===== src/rtl/fft_input_reorder.sv =====
// Buffers one natural-order frame in bit-reversed order, then presents it
// as even/odd operand pairs for the first radix-2 butterfly stage.
module fft_input_reorder #(
    parameter int unsigned N_POINTS   = 8,
    parameter int unsigned DATA_WIDTH = 16
) (
    input  logic                              clock,
    input  logic                              reset,
    input  logic                              enable,
    input  logic                              in_valid,
    output logic                              in_ready,
    input  logic signed [DATA_WIDTH-1:0]      in_real,
    input  logic signed [DATA_WIDTH-1:0]      in_imag,
    output logic                              out_valid,
    input  logic                              out_ready,
    output logic signed [DATA_WIDTH-1:0]      even_real,
    output logic signed [DATA_WIDTH-1:0]      even_imag,
    output logic signed [DATA_WIDTH-1:0]      odd_real,
    output logic signed [DATA_WIDTH-1:0]      odd_imag,
    output logic [$clog2(N_POINTS)-2:0]       pair_index,
    output logic                              last_pair,
    output logic                              done
);

    localparam int unsigned AW = $clog2(N_POINTS);
    localparam int unsigned PW = AW - 1;

    typedef enum logic [1:0] {StIdle, StFill, StDrain} state_e;

    state_e            state_q, state_d;
    logic [AW-1:0]     wr_count_q, wr_count_d;
    logic [PW-1:0]     rd_pair_q, rd_pair_d;
    logic              done_q, done_d;

    logic signed [DATA_WIDTH-1:0] buf_re_q [N_POINTS];
    logic signed [DATA_WIDTH-1:0] buf_im_q [N_POINTS];

    logic [AW-1:0] wr_addr;
    logic [AW-1:0] even_addr;
    logic [AW-1:0] odd_addr;
    logic          accept;
    logic          consume;
    logic          last_rd;

    always_comb begin
        wr_addr = '0;
        for (int i = 0; i < AW; i++) begin
            wr_addr[i] = wr_count_q[AW-1-i];
        end
    end

    assign even_addr = {rd_pair_q, 1'b0};
    assign odd_addr  = {rd_pair_q, 1'b1};

    assign in_ready  = (state_q == StFill) && enable;
    assign out_valid = (state_q == StDrain) && enable;
    assign accept    = in_ready && in_valid;
    assign consume   = out_valid && out_ready;
    assign last_rd   = (rd_pair_q == PW'(N_POINTS / 2 - 1));
    assign done      = done_q;

    always_comb begin
        state_d    = state_q;
        wr_count_d = wr_count_q;
        rd_pair_d  = rd_pair_q;
        done_d     = 1'b0;
        unique case (state_q)
            StIdle: begin
                if (enable) begin
                    state_d    = StFill;
                    wr_count_d = '0;
                end
            end
            StFill: begin
                if (accept) begin
                    if (wr_count_q == AW'(N_POINTS - 1)) begin
                        state_d    = StDrain;
                        wr_count_d = '0;
                        rd_pair_d  = '0;
                    end else begin
                        wr_count_d = wr_count_q + 1'b1;
                    end
                end
            end
            StDrain: begin
                if (consume) begin
                    if (last_rd) begin
                        done_d    = 1'b1;
                        rd_pair_d = '0;
                        state_d   = enable ? StFill : StIdle;
                    end else begin
                        rd_pair_d = rd_pair_q + 1'b1;
                    end
                end
            end
            default: state_d = StIdle;
        endcase
    end

    // Outputs are gated by out_valid so nothing stale leaks while idle or paused.
    always_comb begin
        even_real  = '0;
        even_imag  = '0;
        odd_real   = '0;
        odd_imag   = '0;
        pair_index = '0;
        last_pair  = 1'b0;
        if (out_valid) begin
            even_real  = buf_re_q[even_addr];
            even_imag  = buf_im_q[even_addr];
            odd_real   = buf_re_q[odd_addr];
            odd_imag   = buf_im_q[odd_addr];
            pair_index = rd_pair_q;
            last_pair  = last_rd;
        end
    end

    always_ff @(posedge clock or negedge reset) begin
        if (!reset) begin
            state_q    <= StIdle;
            wr_count_q <= '0;
            rd_pair_q  <= '0;
            done_q     <= 1'b0;
        end else begin
            state_q    <= state_d;
            wr_count_q <= wr_count_d;
            rd_pair_q  <= rd_pair_d;
            done_q     <= done_d;
        end
    end

    // Sample storage needs no reset: every entry is rewritten before DRAIN.
    always_ff @(posedge clock) begin
        if (accept) begin
            buf_re_q[wr_addr] <= in_real;
            buf_im_q[wr_addr] <= in_imag;
        end
    end

endmodule


===== config.mk =====
export PLATFORM = sky130hd
export DESIGN_NAME = fft_input_reorder
export DESIGN_NICKNAME = d
export VERILOG_FILES = /design/src/rtl/fft_input_reorder.sv
export SDC_FILE = /design/constraint.sdc
export NUM_CORES = 1
export LEC_CHECK = 0
export CAP_MARGIN = 0
export CORE_MARGIN = 4
export CORE_UTILIZATION = 50
export CTS_CLUSTER_SIZE = 24
export DETAILED_ROUTE_END_ITERATION = 10
export HOLD_SLACK_MARGIN = 0.12
export PLACE_DENSITY = 0.72
export SLEW_MARGIN = 20
export SYNTH_ARGS = -nofsm -noshare
export SYNTH_HDL_FRONTEND = slang
export SYNTH_SLANG_ARGS = --single-unit

===== constraint.sdc =====
create_clock -name clock -period 5.4 [get_ports clock]
set_clock_uncertainty 0.15 [all_clocks]
set_input_delay 0.54 -clock clock [delete_from_list [all_inputs] [get_ports clock]]
set_output_delay 0.54 -clock clock [all_outputs]
set_load 0.01 [all_outputs]

## Word-level counts from Yosys, hierarchy flattened

Memories as Yosys holds them, arrays and structs flattened.
Cells that the tools add are included.

- Add/sub/neg operators: 2
- Equality and inequality tests: 9
- Multiplexer cells: 27
- Reduce and logical (&&, ||, !) cells: 10

Operator list:

| cell | count |
|---|---|
| $mux 16 | 4 |
| $mux 2 | 10 |
| $mux 3 | 3 |
| $ne 2x2->1 const B | 4 |
| $mux 1 | 7 |
| $pmux 2 s3 | 1 |
| $pmux 3 s2 | 1 |
| $reduce_and 5->1 | 1 |
| $eq 2x2->1 const B | 2 |
| $logic_and 1x1->1 | 4 |
| $pmux 2 s2 | 1 |
| $reduce_and 4->1 | 1 |
| $reduce_bool 2->1 | 2 |
| $add 3x1->3 const B | 1 |
| $eq 3x3->1 const B | 1 |
| $reduce_and 3->1 | 1 |
| $add 2x1->2 const B | 1 |
| $eq 2x1->1 const B | 1 |
| $logic_not 2->1 | 1 |
| $ne 2x1->1 const B | 1 |

- Bits in registers: 8
- Memory bits (writable): 256
- Bits of input ports: 37
- Word-level logic and storage cells: 54
- Memories: 2

Memory list:

| name | words | width | rd ports | clocked after memory_dff | wr ports | RTL line | source |
|---|---|---|---|---|---|---|---|
| buf_im_q | 8 | 16 | 2 | 0 | 1 | 36 | `logic signed [DATA_WIDTH-1:0] buf_im_q [N_POINTS];` |
| buf_re_q | 8 | 16 | 2 | 0 | 1 | 35 | `logic signed [DATA_WIDTH-1:0] buf_re_q [N_POINTS];` |

## Depth between registers and ports, before layout

Gate-level depths: netlist of run 1.

- Depth after elaboration: 5
- Mapped depth: 7
- Depth with buffers taken out: 5

## Least setup slack after synthesis of run 1

Ideal clock, no wire load.

- Path kind: register to register
- Start point: reg wr_count_q[0]
- End point: mem buf_im_q[7][0], enable pin
- Library setup time: 463 ps
- Data arrival time: 3103 ps
- Required time: 4787 ps
- Path slack: 1683 ps
- Stages on the path, launching flop included: 5
- Buffers on the path: 0
- Clock period less this slack: 3717 ps
- Cell sequence: dfrtp_1 > ha_1 > ha_1 > nand3_1 > nor3_1

RTL lines:

| what | RTL line | source |
|---|---|---|
| start, declared | 31 | `logic [AW-1:0] wr_count_q, wr_count_d;` |
| start signal, assigned | 126 | `wr_count_q <= wr_count_d;` |
| end, declared | 36 |  |

No word-level cell before the write port.

## Worst setup path after layout of run 1

- Start point: reg rd_pair_q[0]
- End point: out even_real[11]

- Word-level cells in the longest chain between the ends: 2

Ends and longest elaborated chain:

| what | RTL line | source |
|---|---|---|
| start, declared | 32 | `logic [PW-1:0] rd_pair_q, rd_pair_d;` |
| start signal, assigned | 127 | `rd_pair_q <= rd_pair_d;` |
| $mem_v2 8x16 | -- |  |
| $mux 16 | 108 | `if (out_valid) begin` |
| end, declared | 16 | `output logic signed [DATA_WIDTH-1:0] even_real,` |

Every way passes these cells.

==> flow_metrics.tcl, run 1 <==
set metrics [dict create \
    synth_nets 517 \
    tns_ns 0 \
    critical_path_class "flip-flop to output pin" \
    hpwl_um 10800 \
    path_cells "buf_4 > mux4_2 > and2_1 > clkdlybuf4s50_1" \
    vdd_ir_drop_max_uv 290.0 \
    slowest_stage "dfrtp_4" \
    use_met1 0.2355 \
    syn_area_um2 10240 \
    ctsResizeCount 0 \
    synthFlopType "edfxtp_1" \
    cellLeakagePower_nw 3.882 \
    area_delta_synth_final_pct 20.27 \
    whs_ns 0.1579 \
    via_count 4864 \
    slowest_delay_ns 1.03 \
    row_count 52 \
    power_density_nw_per_um2 358.2 \
    grt-ovfl-total 0 \
    routedWlPerCell_um 22.29 \
    ys_async_sr_fraction 0.03030 \
    grt.total_usage 0.1748 \
    grt_max_degree 68 \
    final_area_um2 12320 \
    busiest_layer "met2" \
    synthTopCellsByArea "edfxtp_1 75%, mux4_2 14%, and2_1 4.0%" \
    min-delay-path-class "input pin to async pin" \
    rsz0062_at_grt "no" \
    crit_fanout 48 \
    synth.yosys.seq_area_share 0.7701 \
    initialDrtViolationCount 320 \
    fp.dieW_um 151.1 \
    critPathRequiredTime_ns 4.71 \
    yosys_warnings 0 \
    synth_edf_count 256 \
    gp_congestion 0.7489 \
    die_y_um 151.1 \
    htreeDepth 1 \
    die_area_um2 22840 \
    portBuffers 106 \
    drt_wl_total_um 19460 \
    setup_viol 0 \
    ioPinCount 107 \
    synth_largest_area_cell "edfxtp_1" \
    via_per_inst 5.572 \
    drc 0 \
    final_util 0.6107 \
    postCtsSetupRepairBufs 0 \
    root_buffer "clkbuf_16" \
    worst_pin_slew_ns 1.030 \
    grt_pass1_vias 5206 \
    numCtsBuffers 26 \
    cp.arrival_ns 3.17 \
    final_antenna_net_count 0 \
    period_share 0.7142 \
    fmax_mhz 259.3 \
    start_util 0.5078 \
    cts_tree "done" \
    clock-sinks 264 \
    multi_input_area_um2 2195 \
    fillers 1437 \
    core_area_um2 20170 \
    n_antenna_cell 0 \
    clkTransAtPathRegs_ns 0.06 \
    slew_headroom 0.3136 \
    status "finished, final reports clean" \
    hold_buffers 0 \
    antenna_found_initial 1 \
    first_pass_iters 4 \
    netlist_instances 473 \
    synth_top_area_frac 0.7505 \
    gr-usage-met2 0.3001 \
    placed_area_um2 11540 \
    use_met3 0.03142 \
    period_minus_slack_ns 3.856 \
    cap_violations 0 \
    worstSetupEndpointType "output pin" \
    drive_gt1_frac 0.1874 \
    synth-seq-cells 264 \
    regArea_um2 7895 \
    nNetsFinal 630 \
    finalHoldViolCount 0 \
    drv_slew 0 \
    clock_latency_ns 0.52 \
    grt_pass1_wl_um 29960 \
    startpoint_type "flip-flop" \
    synth.distinct_cells 30 \
    cts_buffer_depth 3 \
    syn_area_per_cell_um2 21.65 \
]
final timing paths:
kind	start	endpoint	slack, ns	cells after the start
max	rd_pair_q[0]$_DFFE_PN0P_	even_real[11]	1.54	4
min in group clock	wr_count_q[0]$_DFFE_PN0P_	wr_count_q[0]$_DFFE_PN0P_	0.40	1
max in group asynchronous	reset	rd_pair_q[0]$_DFFE_PN0P_	4.62	1
min reg2reg	wr_count_q[0]$_DFFE_PN0P_	wr_count_q[0]$_DFFE_PN0P_	0.40	1
max reg2reg	wr_count_q[0]$_DFFE_PN0P_	buf_re_q[7][5]$_DFFE_PP_	2.50	5
min	reset	done$_DFF_PN0_	0.16	1
cells in the final DEF (no fill, tap or decap), types with 4 or more instances in the layout:
cell,n
edfxtp_1,256
clkdlybuf4s50_1,106
and2_1,65
mux4_2,64
clkbuf_16,27
clkinv_1,8
inv_1,7
ha_1,7
and3_2,6
clkbuf_1,6
dfrtp_1,6
o21ai_0,5
nand3_1,4
cell type report:
class                   count  share of cell area
clock buffers              33             0.05668
inverters                   9            0.002743
well taps                 270             0.02743
multi-input cells         176              0.1782
repair buffers            109             0.08796
flip-flops and latches    264              0.6409
clock inverters            12            0.006094
synth_stat cells, types with 2 or more instances:
master    number
buf_1          2
ha_1           7
nand3_1        4
and2_1        66
nor2_1         3
clkbuf_1       7
inv_1          7
edfxtp_1     256
nor3_1         2
a31o_2         2
inv_2          2
and3_1         8
buf_6          5
o31ai_1        2
dfrtp_1        8
o21ai_0        5
buf_2          9
nand2b_1       2
mux4_2        64
nand2_1        2
critical path, delay by kind of cell (launching register included):
kind                   cells  cell delay [ns]
buffers and inverters      2             0.88
muxes                      1             0.54
and+or+nand+nor            1             0.17
DFF                        1             1.03
routing by layer:
layer  part of all wire  vias to the layer above
met1               0.40                     2546
met5            0.00041                        -
met2               0.52                      145
met4              0.017                        2
met3              0.064                       35
li1                   -                     2136
kinds of logic (layout without fill, tap and decap cells):
| logic type | count (synthesis) | after routing | synth area share |
|---|---|---|---|
| mux | 64 | 64 | 0.1407 |
| simple gates | 92 | 92 | 0.05497 |
| fa+ha+maj | 7 | 7 | 0.008551 |
| buf+inv | 33 | 163 | 0.01698 |
| compound gates | 13 | 13 | 0.008673 |
| flops | 264 | 264 | 0.7701 |
per-stage QoR:
stage	worst slack [ns]	power, W	cells
final	1.544	0.004412	873
after global routing	1.264	0.004571	873
after CTS	1.415	0.004449	873
after detailed placement	1.710	0.002806	828
after global placement	1.840	0.002775	828
after floorplan	1.683	0.002661	473
power breakdown:
group | internal (W) | switching [W]
clock network | 0.000951 | 0.000704
logic | 0.000123 | 0.000180
registers | 0.00240 | 0.0000526
state kept, by name, summed over array words and instances (netlist names):
| signal | flops |
|---|---|
| buf_re_q | 128 |
| buf_im_q | 128 |
| rd_pair_q | 2 |
| wr_count_q | 3 |
| state_q | 2 |
| done | 1 |
Power figures use the tool's default switching activity.
==> run 2, diff against run 1 <==
PLACE_DENSITY = 0.75   (was 0.72)
clock period = 3.4 ns   (was 5.4 ns; I/O delays follow)
==> flow_metrics.tcl, run 2 (synthesized netlist as in run 1, its figures left out) <==
set metrics [dict create \
    final_common_cell "edfxtp_1" \
    final_util 0.6217 \
    first_pass_iters 4 \
    die_area_um2 22840 \
    fillers 1401 \
    numCtsBuffers 25 \
    setup_slack_ns 0.3074 \
    final-instance-count-excl-fill 888 \
    regArea_um2 7893 \
    setup_viol 0 \
    cap_violations 0 \
    grt_max_degree 68 \
    hpwl_um 11500 \
    slowest_stage "dfrtp_4" \
    grt-ovfl-total 0 \
    final_antenna_net_count 0 \
    row_count 52 \
    cp.arrival_ns 2.60 \
    multi_input_area_um2 2201 \
    crit_fanout 16 \
    drive_gt1_frac 0.2168 \
    area_delta_synth_final_pct 22.43 \
    tns_ns 0 \
    min-delay-path-class "input pin to flip-flop" \
    start_util 0.5078 \
    antenna_found_initial 1 \
    ctsResizeCount 0 \
    startpoint_type "flip-flop" \
    crit_family "buffers and inverters" \
    clock_latency_ns 0.51 \
    via_count 4872 \
    slew_headroom 0.6027 \
    final_cell_mix "256 x edfxtp_1, 106 x clkdlybuf4s50_1, 65 x and2_1" \
    cts_tree "done" \
    ioPinCount 107 \
    cts_buffer_depth 3 \
    period_minus_slack_ns 3.093 \
    place_inst 843 \
    vdd_ir_drop_max_uv 401.8 \
    period_share 0.9096 \
    portBuffers 106 \
    drc 0 \
    power_density_nw_per_um2 549.5 \
    routedWlPerCell_um 21.50 \
    core_area_um2 20170 \
    grt_pass1_vias 5204 \
    n_antenna_cell 0 \
    worst-path-buf-inv 2 \
    slowest_delay_ns 0.65 \
    clkTransAtPathRegs_ns 0.06 \
    path_cells "buf_12 > mux4_2 > and2_1 > clkdlybuf4s50_1" \
    status "finished, final reports clean" \
    gp_congestion 0.7758 \
    dp_slack_ns 0.5190 \
    cellLeakagePower_nw 3.986 \
    htreeDepth 1 \
    critical_path_class "flip-flop to output pin" \
    r2r_setup_slack_ns 0.93 \
    clock-sinks 264 \
    via_per_inst 5.486 \
    whs_ns 0.4051 \
    drv_slew 0 \
    worstSetupEndpointType "output pin" \
    rsz0062_at_grt "no" \
    reg.largest.list "buf_im_q x128, buf_re_q x128, wr_count_q x3" \
    initialDrtViolationCount 306 \
    grt_pass1_wl_um 29790 \
    fmax_mhz 323.4 \
    worst_pin_slew_ns 0.5914 \
    grt.total_usage 0.1732 \
    nNetsFinal 646 \
    fp.dieW_um 151.1 \
    die_y_um 151.1 \
    drt_wl_total_um 19100 \
    finalHoldViolCount 0 \
    root_buffer "clkbuf_16" \
    critPathRequiredTime_ns 2.91 \
]
-- run 2: worst reg2reg max path, delay by kind of cell (launching register included) --
family / cells / cell delay, ns
AND/OR/NAND/NOR: 2 / 1.11
flip-flops: 1 / 0.50
buffers and inverters: 2 / 0.41
-- run 2: per-stage QoR --
step | power, W | instance area (um^2)
2_1_floorplan | 0.004228 | 10250
3_3_place_gp | 0.004455 | 11790
3_5_place_dp | 0.004506 | 11790
4_1_cts | 0.006961 | 12520
5_1_grt | 0.007166 | 12540
6_report | 0.006890 | 12540
-- run 2: area by class of cell --
class                           instances  share of cell area
Sequential cell                       264              0.6294
Multi-Input combinational cell        176              0.1755
Timing Repair Buffer                  126              0.1078
Clock buffer                           30             0.05219
Tap cell                              270             0.02694
Clock inverter                         13            0.005488
Inverter                                9            0.002694
-- run 2: worst paths after layout --
path,startpoint,endpoint,depth (start not counted)
worst max-delay path,rd_pair_q[0]$_DFFE_PN0P_,even_real[11],4
worst min-delay path,in_imag[5],buf_im_q[3][5]$_DFFE_PP_,1
worst max register to register,state_q[0]$_DFFE_PN0P_,buf_im_q[1][6]$_DFFE_PP_,4
worst min register to register,wr_count_q[0]$_DFFE_PN0P_,wr_count_q[0]$_DFFE_PN0P_,1
max in group asynchronous,reset,rd_pair_q[0]$_DFFE_PN0P_,2
min in group asynchronous,reset,rd_pair_q[0]$_DFFE_PN0P_,2
-- run 2: metal layers --
layer  track usage  routed length (um)  vias up
met5             0                  13        -
met4       0.04352                 305        2
met3       0.02843                1180       27
met2        0.2876                9960      133
met1        0.2444                7636     2534
li1              -                   -     2176
-- run 2: what timing repair did --
item | in CTS | in global routing
setup endpoints to repair | 0 | 14
hold endpoints to repair | 8 | 0
buffers inserted | 0 | 1
hold buffers | 1 | 0
-- run 2: power breakdown --
group          switching, W  internal, W
sequential        0.0000748      0.00381
combinational      0.000311     0.000237
clock               0.00109      0.00137
total               0.00148      0.00541
==> run 3, diff against run 2 <==
GPL_ROUTABILITY_DRIVEN = 0   (was unset)
==> results of run 3 <==
Final layout, timing and power as in run 2 (identical DEF).
==> RTL edit 1, RTL diff (settings of run 3) <==
Re-encode `state_e` (3 states) as one-hot, 3 bits wide.
--- a/src/rtl/fft_input_reorder.sv
+++ b/src/rtl/fft_input_reorder.sv
@@ -25,7 +25,7 @@
     localparam int unsigned AW = $clog2(N_POINTS);
     localparam int unsigned PW = AW - 1;
 
-    typedef enum logic [1:0] {StIdle, StFill, StDrain} state_e;
+    typedef enum logic [2:0] {StIdle = 3'b001, StFill = 3'b010, StDrain = 3'b100} state_e;
 
     state_e            state_q, state_d;
     logic [AW-1:0]     wr_count_q, wr_count_d;
Formal check against the unedited RTL: no difference found for any inputs over 10 cycles, from zero or initial values and one cycle with reset low; not proved beyond that.
==> RTL edit 1 against run 3 <==
Via count grew 2.1%. Design area grew 0.92%. First-iteration DRC count grew 8.8%. Final cell count grew 1.6%. Count of clock-buffer cells in the layout grew 4. Hold slack lost 98 ps. Sequential cell count grew 1. Synthesized area grew 1.2%. Worst setup slack lost 170 ps. Routed wire length grew 3.9%.
Power is not compared: it rests on default switching activity, and its combinational part moved more than twofold at a synthesized area within 25%.
==> RTL edit 1: results (changes against run 3) <==
{
  "routed_wirelength": {"value": 19.85, "unit": "mm", "change": "+3.9%"},
  "rr_worst_depth": {"value": 5, "change": "+1"},
  "timing_worst_slew_pin_value": {"value": 995.0, "unit": "ps", "change": "+403.6 ps"},
  "cp_max_fo": {"value": 20, "change": "+4"},
  "grt_pass1_wl": {"value": 31.24, "unit": "mm", "change": "+4.9%"},
  "avgViaCountPerCell": {"value": 5.513, "change": "+0.49%"},
  "critical_path.reg2reg.endpoint": "state_q[1]",
  "max_stage_delay": {"value": 700, "unit": "ps", "change": "+50 ps"},
  "reg2reg_from": "rd_pair_q[1]",
  "antenna_found_initial": {"value": 0, "change": "-1"},
  "fin_worst_hold_slack": {"value": 307.0, "unit": "ps", "change": "-98.12 ps"},
  "timing.reg2reg.setup_slack": {"value": 770, "unit": "ps", "change": "-160 ps"},
  "worstHoldStart": "out_ready",
  "grt_start_max_net_pins": {"value": 68, "change": "unchanged"},
  "yosysSeqAreaShare": {"value": 76.32, "unit": "%", "change": "-0.69 points"},
  "grt_pass1_vias": {"value": 5400, "change": "+3.8%"},
  "outcome": "finished clean",
  "largest_cells_by_area_after_synthesis": "sky130_fd_sc_hd__edfxtp_1, sky130_fd_sc_hd__mux4_2, sky130_fd_sc_hd__and2_1",
  "cts_made_buffers": {"value": 27, "change": "+8.0%"},
  "crit_path_end": "even_real[12]",
  "ys.flop_type": "sky130_fd_sc_hd__edfxtp_1",
  "crit_arrival": {"value": 2770, "unit": "ps", "change": "+170 ps"},
  "cts_post_setup_buffers_inserted": {"value": 0, "change": "unchanged"},
  "synth.net_count": {"value": 527, "change": "+1.9%"},
  "netlist_top_cells_count": "sky130_fd_sc_hd__edfxtp_1, sky130_fd_sc_hd__and2_1, sky130_fd_sc_hd__mux4_2, sky130_fd_sc_hd__clkbuf_1, sky130_fd_sc_hd__and3_1",
  "synthDistinctLibCells": {"value": 33, "change": "+10%"},
  "design.final.nets": {"value": 658, "change": "+1.9%"},
  "async_reset_ff_share": {"value": 3.396, "unit": "%", "change": "+0.37 points"},
  "layout_top_registers": "buf_im_q: 128 flops, buf_re_q: 128 flops",
  "global_route.usage.total": {"value": 17.08, "unit": "%", "change": "-0.24 points"},
  "drive_gt1_share": {"value": 21.36, "unit": "%", "change": "-0.32 points"},
  "cts-root-to-sink-buffers": {"value": 3, "change": "unchanged"}
}
==> RTL edit 1: layer usage <==
layer / share of wire [%] / track usage [%]
met5: 0 / 0
met4: 1.4 / 3.853
met3: 6.9 / 3.129
met2: 50 / 28.18
met1: 42 / 24.25
==> RTL edit 1: worst min path at each step <==
stage,end,cells after the start
after global routing,done,2
after global placement,wr_count_q[1],1
final,done,2
after CTS,done,2
after detailed placement,wr_count_q[1],1
after floorplan,done,0
==> RTL edit 1: worst reg2reg max path, stage by stage, from the launching register on <==
cell                      delay, ps
sky130_fd_sc_hd__dfrtp_4        830
sky130_fd_sc_hd__ha_1           420
sky130_fd_sc_hd__or4b_1         540
sky130_fd_sc_hd__and3_1         190
sky130_fd_sc_hd__o21ai_2         60
sky130_fd_sc_hd__mux2_1         320
==> RTL edit 1: where the power goes <==
group | leakage (nW) | total, mW | switching (mW) | internal, mW
clock | 0.369 | 2.58 | 1.13 | 1.45
sequential | 2.41 | 3.69 | 0.0544 | 3.64
combinational | 1.43 | 0.270 | 0.143 | 0.127
==> RTL edit 1: cell type report <==
type	instances	area (sq um)
flip-flops and latches	265	7921
fillers	1404	7645
multi-input cells	188	2312
repair buffers	127	1296
clock buffers	34	701.9
well taps	270	337.8
clock inverters	13	66.31
inverters	5	18.77
==> RTL edit 1: timing repair <==
action,CTS,global route
hold endpoints to repair,8,0
resized for setup,0,0
hold buffers,1,0
==> RTL edit 1: cells by family (layout without fill, tap and decap cells) <==
| family | count (synthesis) | count (layout) | share of synthesized area (%) |
|---|---|---|---|
| AOI/OAI and AO/OA | 9 | 9 | 0.6034 |
| adders and majority gates | 7 | 7 | 0.8447 |
| buffers and inverters | 30 | 179 | 1.532 |
| DFF | 265 | 265 | 76.32 |
| muxes | 71 | 71 | 14.64 |
| and+or+nand+nor | 101 | 101 | 6.058 |
==> RTL edit 1: per-stage QoR <==
step / cells / instance area [sq um] / power (mW) / setup slack (ps) / utilization (%)
5_1_grt: 902 / 12650 / 6.776 / 21.76 / 62.34
4_1_cts: 902 / 12650 / 6.589 / 70.38 / 62.34
3_3_place_gp: 854 / 11880 / 4.001 / 629.4 / 58.51
3_5_place_dp: 854 / 11880 / 4.027 / 534.7 / 58.51
6_report: 902 / 12650 / 6.536 / 138.0 / 62.34
2_1_floorplan: 483 / 10370 / 3.893 / 804.9 / -
==> RTL edit 2, RTL diff (settings of run 3) <==
Without the edit above. The parameter `DATA_WIDTH` goes from 16 to 32.
--- a/src/rtl/fft_input_reorder.sv
+++ b/src/rtl/fft_input_reorder.sv
@@ -2,7 +2,7 @@
 // as even/odd operand pairs for the first radix-2 butterfly stage.
 module fft_input_reorder #(
     parameter int unsigned N_POINTS   = 8,
-    parameter int unsigned DATA_WIDTH = 16
+    parameter int unsigned DATA_WIDTH = 32
 ) (
     input  logic                              clock,
     input  logic                              reset,
Interface: changed (6 resized); port bits go from 107 to 203. No check against the original RTL was run, so the function may have changed too.
==> RTL edit 2 against run 3 <==
Synthesized area rose by 94%. Sequential cell count rose by 256. Hold slack got worse by 44 ps. Register-to-register slack improved by 140 ps. Global-route usage rose by 0.80 points. Routed wire length rose by 100%. Sequential power rose by 96%. First-iteration DRC count rose by 96%. Synthesized cell count rose by 86%. Highest routed layer unchanged. Power rose by 97%. Largest power group unchanged. Design area rose by 95%. Worst setup slack got worse by 120 ps.
==> RTL edit 2: results (changes against run 3) <==
{
  "drive_gt1_share": {"value": 20.72, "unit": "%", "change": "-0.96 points"},
  "max_stage_delay": {"value": 550, "unit": "ps", "change": "-100 ps"},
  "grt_pass1_vias": {"value": 9866, "change": "+90%"},
  "yosysSeqAreaShare": {"value": 78.21, "unit": "%", "change": "+1.2 points"},
  "worstSkewPairLatency": {"value": 550, "unit": "ps", "change": "+40 ps"},
  "hold_path_class": "in -> reg",
  "synth.net_count": {"value": 955, "change": "+85%"},
  "count_of_flip_flops_with_a_built_in_enable_after_synthesis": {"value": 512, "change": "+100%"},
  "worst_slew_margin_rel": {"value": 60.83, "unit": "%", "change": "+0.56 points"},
  "clock_tree.htree_level_count": {"value": 2, "change": "+1"},
  "drt_iter0_markers": {"value": 599, "change": "+96%"},
  "antenna_found_initial": {"value": 2, "change": "+1"},
  "grt_start_max_net_pins": {"value": 68, "change": "unchanged"},
  "leakage": {"value": 7.644, "unit": "nW", "change": "+92%"},
  "design.final.nets": {"value": 1204, "change": "+86%"},
  "timing.critical_path.max_delay_family": "buffers and inverters",
  "standard_cell_with_the_maximum_stage_delay_on_the_critical_path": "sky130_fd_sc_hd__mux4_2",
  "first_pass_iters": {"value": 5, "change": "+1"},
  "placedInstanceArea": {"value": 0.02293, "unit": "sq mm", "change": "+95%"},
  "dp_worst_setup_slack": {"value": 546.4, "unit": "ps", "change": "+27.45 ps"},
  "layout_top_registers": "buf_im_q: 256 flops, buf_re_q: 256 flops, wr_count_q: 3 flops",
  "cp_max_fo": {"value": 18, "change": "+2"},
  "async_reset_ff_share": {"value": 1.538, "unit": "%", "change": "-1.5 points"},
  "global_route.usage.total": {"value": 18.12, "unit": "%", "change": "+0.80 points"},
  "grt_pass1_wl": {"value": 60.15, "unit": "mm", "change": "+100%"},
  "dp_hpwl": {"value": 22.94, "unit": "mm", "change": "+100%"},
  "ir_worst_vdd": {"value": 0.0003699, "unit": "V", "change": "-7.9%"},
  "largest_cells_by_area_after_synthesis": "sky130_fd_sc_hd__edfxtp_1, sky130_fd_sc_hd__mux4_2, sky130_fd_sc_hd__and2_1",
  "clkSlewWorstSetupHoldPaths": {"value": 60, "unit": "ps", "change": "about the same"},
  "outcome": "finished clean",
  "synthDistinctLibCells": {"value": 28, "change": "-6.7%"},
  "ys.flop_type": "sky130_fd_sc_hd__edfxtp_1",
  "yosysWarnings": {"value": 0, "change": "unchanged"},
  "port_buffer_cells": {"value": 202, "change": "+91%"},
  "clk_root_buffer_cell": "sky130_fd_sc_hd__clkbuf_16",
  "routed_wirelength": {"value": 39.10, "unit": "mm", "change": "+100%"},
  "cts-root-to-sink-buffers": {"value": 3, "change": "unchanged"},
  "route.vias.total": {"value": 9324, "change": "+91%"},
  "netlist_top_cells_count": "sky130_fd_sc_hd__edfxtp_1, sky130_fd_sc_hd__and2_1, sky130_fd_sc_hd__mux4_2, sky130_fd_sc_hd__buf_2",
  "crit_arrival": {"value": 2730, "unit": "ps", "change": "+130 ps"},
  "cts_made_buffers": {"value": 50, "change": "+100%"}
}
## RTL edit 2: power by group
part	switching (mW)	internal, mW
clock network	2.18	2.82
logic	0.571	0.414
registers	0.107	7.50
## RTL edit 2: cell type report
type / instances / area [sq um]
Clock inverter: 25 / 137.6
Multi-Input combinational cell: 304 / 4061
Timing Repair Buffer: 243 / 2633
Sequential cell: 520 / 15580
Inverter: 9 / 35.03
Tap cell: 518 / 648.1
Fill cell: 2630 / 14570
Clock buffer: 67 / 1336
Antenna cell: 1 / 2.502
## RTL edit 2: what timing repair did
item                                   CTS  global route
endpoints found under the hold margin    8             0
buffers inserted                         3             0
hold buffers                             1             0
setup endpoints to repair                2             0
gates resized for setup                  0             0
## RTL edit 2: final timing paths
check | endpoint | depth (start not counted) | startpoint | slack, ps
worst max register to register | buf_im_q[1][23] | 5 | state_q[0] | 1070
min in group asynchronous | done | 2 | reset | 460
worst max-delay path | even_imag[26] | 5 | rd_pair_q[0] | 180
worst min register to register | wr_count_q[0] | 1 | wr_count_q[0] | 400
worst min-delay path | buf_im_q[7][29] | 1 | in_imag[29] | 360
max in group asynchronous | rd_pair_q[0] | 2 | reset | 2320
## RTL edit 2: kinds of logic after synthesis
group	after synthesis	synth area share, %
AO/OA/AOI/OAI	13	0.4461
adder cells (fa/ha/maj)	7	0.4398
AND/OR/NAND/NOR	156	4.813
buffers and inverters	55	1.615
multiplexers	128	14.48
flip-flops	520	78.21
## RTL edit 2: per-stage QoR
stage	hold WS (ps)	power, mW	util, %	std cells
floorplan	-105.6	8.227	-	879
global placement	386.5	8.703	58.78	1590
detailed placement	399.8	8.747	58.78	1590
CTS	321.8	13.75	62.64	1686
global route	359.6	14.12	62.64	1687
finish	360.8	13.59	62.64	1687
## RTL edit 2: metal layers
layer  global-route usage [%]  vias to the layer above  share of wire, %
met1                    25.74                     4936                44
met3                    3.567                       51               4.7
met5                        0                        -             0.033
met2                    29.69                      224                50
met4                    4.309                        2               1.6
li1                         -                     4111                 -
